<file path="config.mk">
export PLATFORM = sky130hd
export DESIGN_NAME = two_src_mux_arbiter
export DESIGN_NICKNAME = d
export VERILOG_FILES = /design/src/rtl/two_src_mux_arbiter_pkg.sv /design/src/rtl/two_one_mux.sv /design/src/rtl/two_src_mux_arbiter.sv
export SDC_FILE = /design/constraint.sdc
export NUM_CORES = 1
export LEC_CHECK = 0
export ABC_AREA = 1
export CORE_ASPECT_RATIO = 2
export CORE_UTILIZATION = 40
export CTS_BUF_LIST = sky130_fd_sc_hd__clkbuf_4 sky130_fd_sc_hd__clkbuf_8 sky130_fd_sc_hd__clkbuf_16
export CTS_CLUSTER_SIZE = 8
export DETAILED_ROUTE_END_ITERATION = 6
export PLACE_DENSITY = 0.85
export SLEW_MARGIN = 0
export SYNTH_ARGS = -nofsm -noshare
export SYNTH_HDL_FRONTEND = slang
export SYNTH_SLANG_ARGS = --single-unit
</file>
<file path="constraint.sdc">
create_clock -name clk -period 1.95 [get_ports clk]
set_input_delay 0.585 -clock clk [delete_from_list [all_inputs] [get_ports clk]]
set_output_delay 0.585 -clock clk [all_outputs]
set_load 0.01 [all_outputs]
</file>
<file path="src/rtl/two_src_mux_arbiter_pkg.sv">
// Shared definitions for the two-source round-robin mux arbiter:
// FSM state encoding, mux select encoding and the hold counter width.
package two_src_mux_arbiter_pkg;

    typedef enum logic [1:0] {
        IDLE  = 2'd0,
        GNT_A = 2'd1,
        GNT_B = 2'd2
    } arb_state_t;

    localparam logic SEL_A = 1'b0;
    localparam logic SEL_B = 1'b1;

    // Wide enough for the largest legal MAX_HOLD (255).
    localparam int HOLD_CNT_W = 8;

endpackage

</file>
<file path="src/rtl/two_one_mux.sv">
// Gate-level 1-bit 2:1 mux: y = s ? b : a.
module two_one_mux (
    input  logic a,
    input  logic b,
    input  logic s,
    output logic y
);

    logic s_n;
    logic a_path;
    logic b_path;

    assign s_n    = ~s;
    assign a_path = a & s_n;
    assign b_path = b & s;
    assign y      = a_path | b_path;

endmodule

</file>
<file path="src/rtl/two_src_mux_arbiter.sv">
// Round-robin arbiter sharing one 2:1 data mux between two bursting
// requesters A and B, followed by a single registered valid/ready stage.
//
// Handshake: a requester beat moves when its grant, its req and acc_ok are
// all high in the same cycle (acc_ok = stage empty or being drained). The
// output stage presents a beat while out_valid is high; it is consumed on a
// rising edge where out_valid and out_ready are both high. out_valid never
// drops without a transfer, and out_data/out_last stay stable while stalled.
module two_src_mux_arbiter
    import two_src_mux_arbiter_pkg::*;
#(
    parameter int DATA_W   = 8,
    parameter int MAX_HOLD = 4
) (
    input  logic              clk,
    input  logic              rst_n,
    input  logic              req_a,
    input  logic [DATA_W-1:0] data_a,
    input  logic              last_a,
    input  logic              req_b,
    input  logic [DATA_W-1:0] data_b,
    input  logic              last_b,
    output logic              gnt_a,
    output logic              gnt_b,
    output logic              sel,
    output logic              out_valid,
    output logic [DATA_W-1:0] out_data,
    output logic              out_last,
    input  logic              out_ready
);

    localparam logic [HOLD_CNT_W-1:0] MAX_HOLD_C = HOLD_CNT_W'(MAX_HOLD);

    arb_state_t              state;
    arb_state_t              next_state;
    logic                    sel_q;
    logic                    last_served;
    logic [HOLD_CNT_W-1:0]   hold_cnt;
    logic [HOLD_CNT_W-1:0]   hold_inc;
    logic [DATA_W-1:0]       mux_data;
    logic                    mux_last;
    logic                    acc_ok;
    logic                    acc_a;
    logic                    acc_b;
    logic                    acc;
    logic                    other_req;
    logic                    release_gnt;

    // Datapath: one gate-level mux per data bit, steered by the registered select.
    for (genvar i = 0; i < DATA_W; i++) begin : g_mux
        two_one_mux u_mux (
            .a (data_a[i]),
            .b (data_b[i]),
            .s (sel_q),
            .y (mux_data[i])
        );
    end

    // Beat accept, saturating hold count and grant release decision.
    always_comb begin
        mux_last    = (sel_q == SEL_B) ? last_b : last_a;
        acc_ok      = ~out_valid | out_ready;
        acc_a       = gnt_a & req_a & acc_ok;
        acc_b       = gnt_b & req_b & acc_ok;
        acc         = acc_a | acc_b;
        other_req   = (state == GNT_B) ? req_a : req_b;
        hold_inc    = (hold_cnt >= MAX_HOLD_C) ? MAX_HOLD_C : hold_cnt + 1'b1;
        // End of burst, or the hold budget is used up while the other side waits.
        release_gnt = acc & (mux_last | ((hold_inc == MAX_HOLD_C) & other_req));
    end

    // FSM state register.
    always_ff @(posedge clk or negedge rst_n) begin
        if (!rst_n) begin
            state <= IDLE;
        end else begin
            state <= next_state;
        end
    end

    // FSM next-state: round-robin on ties, direct hand-over when the other side waits.
    always_comb begin
        next_state = state;
        case (state)
            IDLE: begin
                if (req_a && req_b) begin
                    next_state = (last_served == SEL_B) ? GNT_A : GNT_B;
                end else if (req_a) begin
                    next_state = GNT_A;
                end else if (req_b) begin
                    next_state = GNT_B;
                end
            end
            GNT_A: begin
                if (release_gnt) begin
                    next_state = req_b ? GNT_B : IDLE;
                end
            end
            GNT_B: begin
                if (release_gnt) begin
                    next_state = req_a ? GNT_A : IDLE;
                end
            end
            default: next_state = IDLE;
        endcase
    end

    // FSM outputs: grants decode the state register, select comes from its own register.
    always_comb begin
        gnt_a = (state == GNT_A);
        gnt_b = (state == GNT_B);
        sel   = sel_q;
    end

    // Select follows the granted side and holds its last value through IDLE.
    always_ff @(posedge clk or negedge rst_n) begin
        if (!rst_n) begin
            sel_q <= SEL_A;
        end else if (next_state == GNT_A) begin
            sel_q <= SEL_A;
        end else if (next_state == GNT_B) begin
            sel_q <= SEL_B;
        end
    end

    // Remember who was served last; starts as B so A wins the first tie.
    always_ff @(posedge clk or negedge rst_n) begin
        if (!rst_n) begin
            last_served <= SEL_B;
        end else if (release_gnt) begin
            last_served <= (state == GNT_B) ? SEL_B : SEL_A;
        end
    end

    // Hold counter: counts accepted beats of the current grant, cleared on grant change.
    always_ff @(posedge clk or negedge rst_n) begin
        if (!rst_n) begin
            hold_cnt <= '0;
        end else if (next_state != state) begin
            hold_cnt <= '0;
        end else if (acc) begin
            hold_cnt <= hold_inc;
        end
    end

    // Output stage: load on accept, drop valid when drained with nothing new.
    always_ff @(posedge clk or negedge rst_n) begin
        if (!rst_n) begin
            out_valid <= 1'b0;
            out_data  <= '0;
            out_last  <= 1'b0;
        end else if (acc) begin
            out_valid <= 1'b1;
            out_data  <= mux_data;
            out_last  <= mux_last;
        end else if (out_ready) begin
            out_valid <= 1'b0;
        end
    end

endmodule

</file>
; ---- Yosys cells after proc, flatten, opt, wreduce, memory -nomap -nowiden
; Cells that the tools add are included.
; W data, S select, Z words.
[word_totals]
register_bits = 22
elab_cells = 74
[op_classes]
n_addsub = 1
magnitude_cmp = 1
eq_ne = 6
mux = 19
bitwise_logic = 35
n_reduce_logical = 5
[op_table]
columns = cell, count
row1 = $mux W8, 3
row2 = $and A1 B1 Y1, 22
row3 = $mux W2, 7
row4 = $or A1 B1 Y1, 11
row5 = $add A8 B1 Y8 const B, 1
row6 = $eq A8 B3 Y1 const B, 1
row7 = $ge A8 B3 Y1 const B, 1
row8 = $mux W1, 8
row9 = $pmux W2 S3, 1
row10 = $reduce_bool A2 Y1, 3
row11 = $eq A2 B1 Y1 const B, 2
row12 = $eq A2 B2 Y1 const B, 2
row13 = $logic_not A2 Y1, 1
row14 = $ne A2 B2 Y1, 1
row15 = $not A1 Y1, 2
row16 = $logic_and A1 B1 Y1, 1

; ---- Depth between registers and ports, before layout
; Gate-level depths: netlist (run 1).
[depth]
ltp_word = 11
mapped_depth = 15
mapped_depth_nobuf = 15

; ---- By module
; A second synthesis (run 1) with hierarchy kept.
[hier_totals]
hier_cells = 158
hier_area_um2 = 1198.6
[by_module_without_submodules]
columns = mod, instances, cells_each, area_per_inst_um2
row1 = two_src_mux_arbiter, 1, 126, 1078.5
row2 = two_one_mux, 8, 4, 15.0

; ---- Worst setup path before layout (run 1)
; OpenSTA, ideal clock, no wires.
[synth_timing]
path_type = flip-flop to flip-flop
from = register hold_cnt[0]
to = register sel_q, in the netlist sel
arrival_time_ns = 1.712
required_time_ns = 1.824
path_slack_ns = 0.112
path_stages_with_launch = 12
path_buffers = 0
period_less_slack_ns = 1.838
cell_sequence = dfrtp_1 inv_1 ha_1 o21ai_0 nand2_1 nand2_1 nand2_1 nand2_1 nand3_1 ha_1 nand2_1 o21ai_0
[synth_between]
elab_chain_cells = 10
word_cells_on_any_way = 14
[synth_lines]
columns = element, line_no
row1 = from (decl), two_src_mux_arbiter.sv:38  ; logic [HOLD_CNT_W-1:0] hold_cnt;
row2 = from (signal assigned), two_src_mux_arbiter.sv:142  ; hold_cnt <= hold_inc;
row3 = $add A8 B1 Y8 or $ge A8 B3 Y1 (tied branches), two_src_mux_arbiter.sv:67  ; hold_inc = (hold_cnt >= MAX_HOLD_C) ? MAX_HOLD_C : hold_cnt + 1'b1;
row4 = $mux W8 (*), two_src_mux_arbiter.sv:67
row5 = $eq A8 B3 Y1 (*), two_src_mux_arbiter.sv:69  ; release_gnt = acc & (mux_last | ((hold_inc == MAX_HOLD_C) & other_req));
row6 = $and A1 B1 Y1 (*), two_src_mux_arbiter.sv:69
row7 = $or A1 B1 Y1 (*), two_src_mux_arbiter.sv:69
row8 = $and A1 B1 Y1 (*), two_src_mux_arbiter.sv:69
row9 = $mux W2 (on tied branches), "two_src_mux_arbiter.sv:100, two_src_mux_arbiter.sv:95"
row10 = $pmux W2 S3 (*), two_src_mux_arbiter.sv:84  ; case (state)
row11 = net next_state[0], two_src_mux_arbiter.sv:35  ; arb_state_t next_state;
row12 = $eq A2 B1 Y1 or $eq A2 B2 Y1 (tied branches), "two_src_mux_arbiter.sv:119, two_src_mux_arbiter.sv:121"
row13 = $mux W1 or $reduce_bool A2 Y1 (tied branches), -
row14 = to (signal assigned), two_src_mux_arbiter.sv:118  ; sel_q <= SEL_A;
row15 = to (signal assigned), two_src_mux_arbiter.sv:120  ; sel_q <= SEL_A;
row16 = to (signal assigned), two_src_mux_arbiter.sv:122  ; sel_q <= SEL_B;
row17 = to (decl), two_src_mux_arbiter.sv:36  ; logic sel_q;
; The timed path passes the listed nets; every way through them passes the cells marked *.
; A chain may end at the register's enable or synchronous reset.

; ---- Worst setup path after layout (run 1)
; Ends and elaborated chain as after synthesis.

==> out/metrics.yaml, run 1 <==
hold_viol: 0
min-delay-path-class: "flip-flop to flip-flop"
cp_slowest_cell: "dfrtp_1"
drv_slew: 0
slowest_delay_ps: 380
initial_utilization: 0.4274
cp.required_ps: 2110
fp.dieW_um: 39.29
die_h_um: 76.58
first_iter_violations: 31
place_congestion: 0.7525
grt_pass1_wl_um: 4657
first_global_vias: 1129
ant_nets: 0
io_buffers: 35
dp_hpwl_um: 2157
leakage_uw: 0.0008153
fin_ws_ps: 41.81
cp_top_family: "simple AND/OR/NAND/NOR gates"
route.detailed.drc: 0
path_clk_slew_ps: 80
antenna_cells: 0
dp_slack_ps: -465.7
fmax_mhz: 524.1
htreeDepth: 1
ys_seq_elements: 22
routed_wl_um: 2943
arrival_ps: 2060
synthDistinctLibCells: 19
yosysSeqAreaShare: 0.4961
worstPathCellList: "buf_4, ha_1, inv_1, o21ai_1, buf_4, nand3_2, nand2_2, nand2_1, nand3_2, ha_4, nand2_1, o21ai_1"
grt_overflow: 0
yosys.area.top_type_share: 0.4724
holdWs_ps: 486.5
antenna_found_initial: 0
fin_nets: 222
num_rows: 26
avgSynthCellArea_um2: 7.724
period_share: 0.9786
cts_tree: "done"
grt_max_degree: 23
clock_skew_ps: 4.207
clockBufferDepth: 2
min_period_ps: 1908
numClockSinks: 22
critPathMaxFanout: 3
num_vias: 1149
max-vdd-ir-drop_uv: 853.9
core-area_mm2: 0.002603
fin_util: 0.6558
insertion_delay_ps: 260
status: "complete, no violations"
cts_root_buf: "clkbuf_8"
syn2layout_area_growth_pct: 53.43
dieArea_mm2: 0.003009
cts_inserted_buffers: 3
drive_gt1_frac: 0.2154
yosys.area.top_type: "dfrtp_1"
pin_count: 36
start_kind: "flip-flop"
crit_path_end_kind: "flip-flop"
nFillCells: 216
max_slew.worst_pin.slew_ps: 294.4
power-per-cell-area_mw_per_mm2: 1422
synth.area.top_cells: "dfrtp_1, nand2_1, nor2_1, a31oi_1, inv_1"
first_pass_iters: 5
syn_area_mm2: 0.001112
grt_usage: 0.2144
avgViaCountPerCell: 5.152
postCtsHoldBufs: 0
rsz0062_at_grt: "yes"
wl_per_cell_um: 13.20
finalSetupViolCount: 0
cap_violations: 0
path_buf_inv: 3
worstSetupPathType: "flip-flop to flip-flop"
maxSlewHeadroom: 0.8037
netlist_instances: 144
yosysWarnings: 0
synth_nets: 170
tns_ps: 0
## Yosys cell counts
master / instances
a21oi_1: 2
a31oi_1: 9
buf_2: 3
clkinv_1: 1
dfrtp_1: 21
dfstp_2: 1
ha_1: 3
inv_1: 11
inv_2: 2
inv_4: 1
nand2_1: 43
nand2_2: 5
nand2_4: 1
nand3_1: 6
nand3_2: 1
nor2_1: 26
nor2_2: 1
nor3_1: 1
o21ai_0: 6
## stage by stage
step           total power (µW)  instances  area (µm²)
2_1_floorplan              1384        144        1112
3_3_place_gp               1871        215        1565
3_5_place_dp               1938        215        1565
4_1_cts                    2300        222        1652
5_1_grt                    2613        223        1707
6_report                   2427        223        1707
## cell type report
type	count	area, µm²	area share
clock buffers	4	55.05	0.03226
inverters	15	58.81	0.03446
multi-input cells	104	548.0	0.3211
flip-flops and latches	22	551.8	0.3233
well taps	28	35.03	0.02053
repair buffers	50	457.9	0.2683
## final timing paths
check | from | endpoint | slack (ps) | cells past startpoint
worst max-delay path | hold_cnt[0]$_DFFE_PN0P_ | sel$_DFFE_PN0P_ | 40 | 12
worst min-delay path | out_last$_DFFE_PN0P_ | out_last$_DFFE_PN0P_ | 490 | 2
worst max register to register | hold_cnt[0]$_DFFE_PN0P_ | sel$_DFFE_PN0P_ | 40 | 12
worst min register to register | out_last$_DFFE_PN0P_ | out_last$_DFFE_PN0P_ | 490 | 2
max in group asynchronous | rst_n | last_served$_DFFE_PN1P_ | 1000 | 2
min in group asynchronous | rst_n | hold_cnt[5]$_DFFE_PN0P_ | 670 | 2
## cell families after synthesis
group / after synthesis / synth area share
and+or+nand+nor: 84 / 0.3172
DFF: 22 / 0.4961
buffers and inverters: 18 / 0.06637
AOI/OAI and AO/OA: 17 / 0.08661
adders and majority gates: 3 / 0.03375
## worst reg2reg max path: cells and delay by family (launching register included)
family / cells / cell delay [ps]
flip-flops: 1 / 380
AND/OR/NAND/NOR: 5 / 470
adder cells (fa/ha/maj): 2 / 460
AO/OA/AOI/OAI: 2 / 130
buffers and inverters: 3 / 350
## power by group
group	switching [µW]	internal (µW)	leakage [µW]	total [µW]
clock	148	180	0.0000288	328
sequential	108	623	0.000271	731
combinational	738	630	0.000515	1370
total	993	1430	0.000815	2430
## sequential cells by signal, summed over array words and instances, names as in the netlist
register and flops:
hold_cnt 8, last_served 1, out_data 8, out_last 1, out_valid 1, sel 1
state 2
## routing by layer
layer	routed length (µm)	GRT usage	vias up	share of wire
met5	0	0	-	0
met4	87	0.1207	0	0.030
met3	93	0.02624	10	0.032
met2	1706	0.3667	47	0.58
met1	1056	0.2331	538	0.36
li1	-	-	554	-
## cells in the final DEF (no fill, tap or decap), types with 4 or more instances in the layout
master and count:
a31oi_1 9, clkbuf_8 4, nor2_1 22, nand2_2 7, nand3_1 5, clkdlybuf4s50_1 31, dfrtp_1 21, nor2_2 4
dlygate4sd2_1 4, inv_1 11, o21ai_0 4, buf_4 15, nand2_1 40
## timing repair
| action | 4_1_cts | 5_1_grt |
|---|---|---|
| endpoints found under the setup margin | 11 | 9 |
| buffers inserted | 3 | 1 |
| pin swaps | 6 | 6 |
| gates cloned | 0 | 0 |
| gates resized for setup | 8 | 11 |
Note: power is estimated with default switching activity, not from simulation.
==> run 2, diff against run 1 <==
--- a/config.mk
+++ b/config.mk
@@ -6,6 +6,7 @@
 export NUM_CORES = 1
 export LEC_CHECK = 0
 export ABC_AREA = 1
+export ABC_CLOCK_PERIOD_IN_PS = 1950
 export CORE_ASPECT_RATIO = 2
 export CORE_UTILIZATION = 40
 export CTS_BUF_LIST = sky130_fd_sc_hd__clkbuf_4 sky130_fd_sc_hd__clkbuf_8 sky130_fd_sc_hd__clkbuf_16
==> results of run 2 <==
No change in the layout: final DEF, timing and power equal those of run 1.
